--- src/rtl/cb_cnt_pkg.sv ---
// Shared constants and helpers for the cb_udn_mod up/down counter family.
// CNT_UP/CNT_DN encode the UP input; clamp_load limits a load value to the bound.
package cb_cnt_pkg;

  localparam logic CNT_UP = 1'b1;
  localparam logic CNT_DN = 1'b0;

  function automatic logic [31:0] clamp_load(input logic [31:0] d, input logic [31:0] max_val);
    return (d > max_val) ? max_val : d;
  endfunction

endpackage

--- src/rtl/cb_term_detect.sv ---
// Bound comparison for the up/down counter: at_bound is high when the next
// step in the current direction would cross the count range.
module cb_term_detect
  import cb_cnt_pkg::*;
#(
  parameter int unsigned       WIDTH   = 8,
  parameter logic [WIDTH-1:0]  MAX_VAL = {WIDTH{1'b1}}
) (
  input  logic [WIDTH-1:0] Q,
  input  logic             UP,
  output logic             at_bound
);

  assign at_bound = (UP == CNT_UP) ? (Q == MAX_VAL) : (Q == '0);

endmodule

--- src/rtl/cb_udn_mod.sv ---
// Cascadable up/down counter, range 0..MAX_VAL, with combinational carry out
// and a registered wrap pulse. Define CB_UDN_SATURATE_EN to hold at the bounds.
module cb_udn_mod
  import cb_cnt_pkg::*;
#(
  parameter int unsigned       WIDTH   = 8,
  parameter logic [WIDTH-1:0]  MAX_VAL = {WIDTH{1'b1}}
) (
  input  logic             CLK,
  input  logic             RST,
  input  logic             SD,
  input  logic             LD,
  input  logic [WIDTH-1:0] D,
  input  logic             EN,
  input  logic             CAI,
  input  logic             UP,
  output logic [WIDTH-1:0] Q,
  output logic             CAO,
  output logic             WRAP
);

  logic [WIDTH-1:0] q_q, q_d;
  logic             wrap_q, wrap_d;
  logic [WIDTH-1:0] q_term;
  logic             at_bound;
  logic             step;

  // While reset is held the carry chain sees a cleared count.
  assign q_term = RST ? '0 : q_q;

  cb_term_detect #(
    .WIDTH   (WIDTH),
    .MAX_VAL (MAX_VAL)
  ) u_term (
    .Q        (q_term),
    .UP       (UP),
    .at_bound (at_bound)
  );

  assign step = EN & CAI;
  assign CAO  = step & at_bound;

  always_comb begin
    q_d    = q_q;
    wrap_d = 1'b0;
    if (SD) begin
      q_d = MAX_VAL;
    end else if (LD) begin
      q_d = WIDTH'(clamp_load(32'(D), 32'(MAX_VAL)));
    end else if (step) begin
      wrap_d = at_bound;
      if (at_bound) begin
`ifndef CB_UDN_SATURATE_EN
        q_d = (UP == CNT_UP) ? '0 : MAX_VAL;
`endif
      end else begin
        q_d = (UP == CNT_UP) ? (q_q + WIDTH'(1)) : (q_q - WIDTH'(1));
      end
    end
  end

  always_ff @(posedge CLK) begin
    if (RST) begin
      q_q    <= '0;
      wrap_q <= 1'b0;
    end else begin
      q_q    <= q_d;
      wrap_q <= wrap_d;
    end
  end

  assign Q    = q_q;
  assign WRAP = wrap_q;

endmodule

--- config.mk ---
export PLATFORM = sky130hd
export DESIGN_NAME = cb_udn_mod
export DESIGN_NICKNAME = d
export VERILOG_FILES = /design/src/rtl/cb_cnt_pkg.sv /design/src/rtl/cb_term_detect.sv /design/src/rtl/cb_udn_mod.sv
export SDC_FILE = /design/constraint.sdc
export NUM_CORES = 1
export LEC_CHECK = 0
export BUFFER_PORTS_ARGS = -buffer_cell sky130_fd_sc_hd__buf_4
export CORE_UTILIZATION = 35
export DETAILED_ROUTE_END_ITERATION = 8
export GPL_ROUTABILITY_DRIVEN = 1
export PLACE_DENSITY = 0.61
export SYNTH_ARGS = -nofsm -noshare
export SYNTH_HDL_FRONTEND = slang
export SYNTH_HIERARCHICAL = 1
export SYNTH_SLANG_ARGS = --single-unit
export TNS_END_PERCENT = 30
--- constraint.sdc ---
create_clock -name CLK -period 3.69 [get_ports CLK]
set_input_delay 0.369 -clock CLK [delete_from_list [all_inputs] [get_ports CLK]]
set_output_delay 0.369 -clock CLK [all_outputs]
set_load 0.02 [all_outputs]
==> metrics <==
Leak=0.488 nW; Post-CTS Setup Bufs=0; Hold Slack=about 0.38 ns; CP endpoint kind=output port; DR pass1 iterations=4; Slew Limit Headroom=0.681; final period utilization=0.599; Sw Ratio=0.387; Slew @ Worst Pin=0.475 ns; Cells after Synth=roughly 110; final setup violation count=0; total congestion overflow=0; Layout Utilization=0.461; total negative setup slack=0 ns; # clock sinks=9; drt via density=approximately 5.7; pwr dens=~310 nW/um^2; per-cell routed wire length=approximately 15 um; Syn Nets=between 100 and 150; # diodes=0; Min-Delay Path Class=input port to flip-flop; share of cells above drive strength 1=0.255; Max VDD drop=approximately 180 uV; WP data required=about 3.3 ns; Post-Syn Area=between 900 and 1000 um^2; DRC Markers=0; filler cell count=247; largest net degree at the start of global routing=18; reg-to-reg critical path startpoint=Q[0]; core area=2450 um^2; nets=between 150 and 200; RSZ-0062 raised after global routing=no; Seq cells post-synth=9; Routed WL=2520 um; first-pass GRT wire length=4040 um; r2r setup slk=1.59 ns; Hold Startpoint=D[0]; Psw=between 100 and 150 uW; Synth async-reset ratio=0; initial drt markers=24; WHS Endpoint=Q[0]; outcome=finished, final reports clean; Yosys warning total=6; routability cong.=0.874; count leader, synth=a21oi_1; reg2reg end=Q[5]; CTS max path bufs=2; CTS clk-pin slew, worst paths=~0.070 ns; die height=about 53 um; All-Layer GR Usage=0.200; Hold Path Stages=3; clk_lat worst skew=between 0.2 and 0.3 ns; Synth top cells by count=10 x a21oi_1, 9 x dfxtp_1, 9 x nor2b_1; part of the power in the clock network=0.235; H-tree lvl count=1; worst clock skew=0.00223 ns; Startpoint Class=flip-flop; HPWL after DPL=about 1900 um; clk root buf=clkbuf_4; IO buf count=24; starting density of the core=0.370; Synth Flop Type=dfxtp_1; internal power=~220 uW; Synth top area share=0.199; via count=about 960; Layout area overhead=24.7%; post-synth cell types=44; largest cells by area after synthesis=dfxtp_1 20%, ha_1 8.3%, nor2b_1 6.2%; Synth area leader=dfxtp_1; cts repair resizes=0; Comb power frac=0.425; Slew Limit Fails=0; EDFF count, synth=0; DRT antenna net count=0; FF-to-FF path depth=7; Reg power frac=0.339; num rows=18; initial antenna violation count=0; die extent in x=52.9 um; Setup CP Type=flip-flop to output port; die footprint=2800 um^2; Inserted Clock Buffers=3; Fin. Hold Viols=0; Worst EP arrival=between 1.5 and 2 ns; TritonCTS clock tree=built; # IOs=25; Peak Freq=453 MHz; vias in the first global route=860; hold_buf cts=0; Tmin final=2.21 ns; Synth Area per Inst=around 8 um^2; post-synthesis sequential area ratio=0.199; CP max FO=16; max-cap violations=0
-- metrics by stage --
stage	worst slack (ns)	instances	instance area [um^2]	power, mW
6_report	1.48	167	1130	0.351
5_1_grt	1.35	167	1130	0.376
4_1_cts	1.48	167	1130	0.352
3_5_place_dp	1.50	163	1100	0.269
3_3_place_gp	1.56	163	1100	0.267
2_1_floorplan	1.59	112	907	0.218
-- cell type report --
cell class | instances | area (um^2) | share of cell area
well taps | 30 | 37.5 | 0.0332
repair buffers | 25 | 188 | 0.166
multi-input cells | 96 | 687 | 0.607
flip-flops and latches | 9 | 180 | 0.159
clock inverters | 1 | 5.00 | 0.00442
clock buffers | 3 | 22.5 | 0.0199
inverters | 3 | 11.3 | 0.00996
-- flip-flops by register name (all words and copies together), names as in the netlist --
| register | count |
|---|---|
| Q | 8 |
| WRAP | 1 |
-- metal layers --
layer / global-route usage / vias to the layer above / routed length [um]
met1: 0.274 / 446 / 1230
met5: 0 / - / 0
met4: 0.0702 / 0 / 50
met3: 0.0287 / 6 / 138
li1: - / 471 / -
met2: 0.314 / 36 / 1110
-- cells by family after synthesis --
kind of cell	share of synthesized area
AO/OA/AOI/OAI	0.265
XOR/XNOR	0.0193
adder cells (fa/ha/maj)	0.105
buffers and inverters	0.0441
flip-flops	0.199
multiplexers	0.0221
AND/OR/NAND/NOR	0.346
-- power groups by stage --
stage	registers (mW)	logic [mW]	clock network (mW)
6_report	0.119	0.149	0.0826
5_1_grt	0.120	0.164	0.0914
4_1_cts	0.119	0.149	0.0843
3_5_place_dp	0.121	0.148	0
3_3_place_gp	0.121	0.146	0
2_1_floorplan	0.127	0.0915	0
-- placed cells by master (no fill, tap or decap), drive strengths merged, types with 3 or more instances in the layout --
cell     n
buf     25
a21oi   10
dfxtp    9
nor2b    9
nor2     7
nand2    6
ha       6
a311oi   6
nand2b   5
or3      5
nor3b    4
inv      3
o211ai   3
nand3    3
clkbuf   3
and3     3
-- worst max-delay path by stage --
stage,startpoint,end,slack [ns]
floorplan,Q[0],CAO,1.59
global placement,RST,Q[5],1.56
detailed placement,RST,Q[5],1.50
CTS,Q[0],CAO,1.48
global route,Q[0],CAO,1.35
finish,Q[0],CAO,1.48
-- critical path, cell delays in order, from the launching register on --
cell,delay [ns]
dfxtp_1,0.50
nor2b_1,0.21
nand3_1,0.10
o31ai_1,0.20
buf_4,0.23
and3_1,0.19
buf_4,0.14
Power figures use the tool's default switching activity.
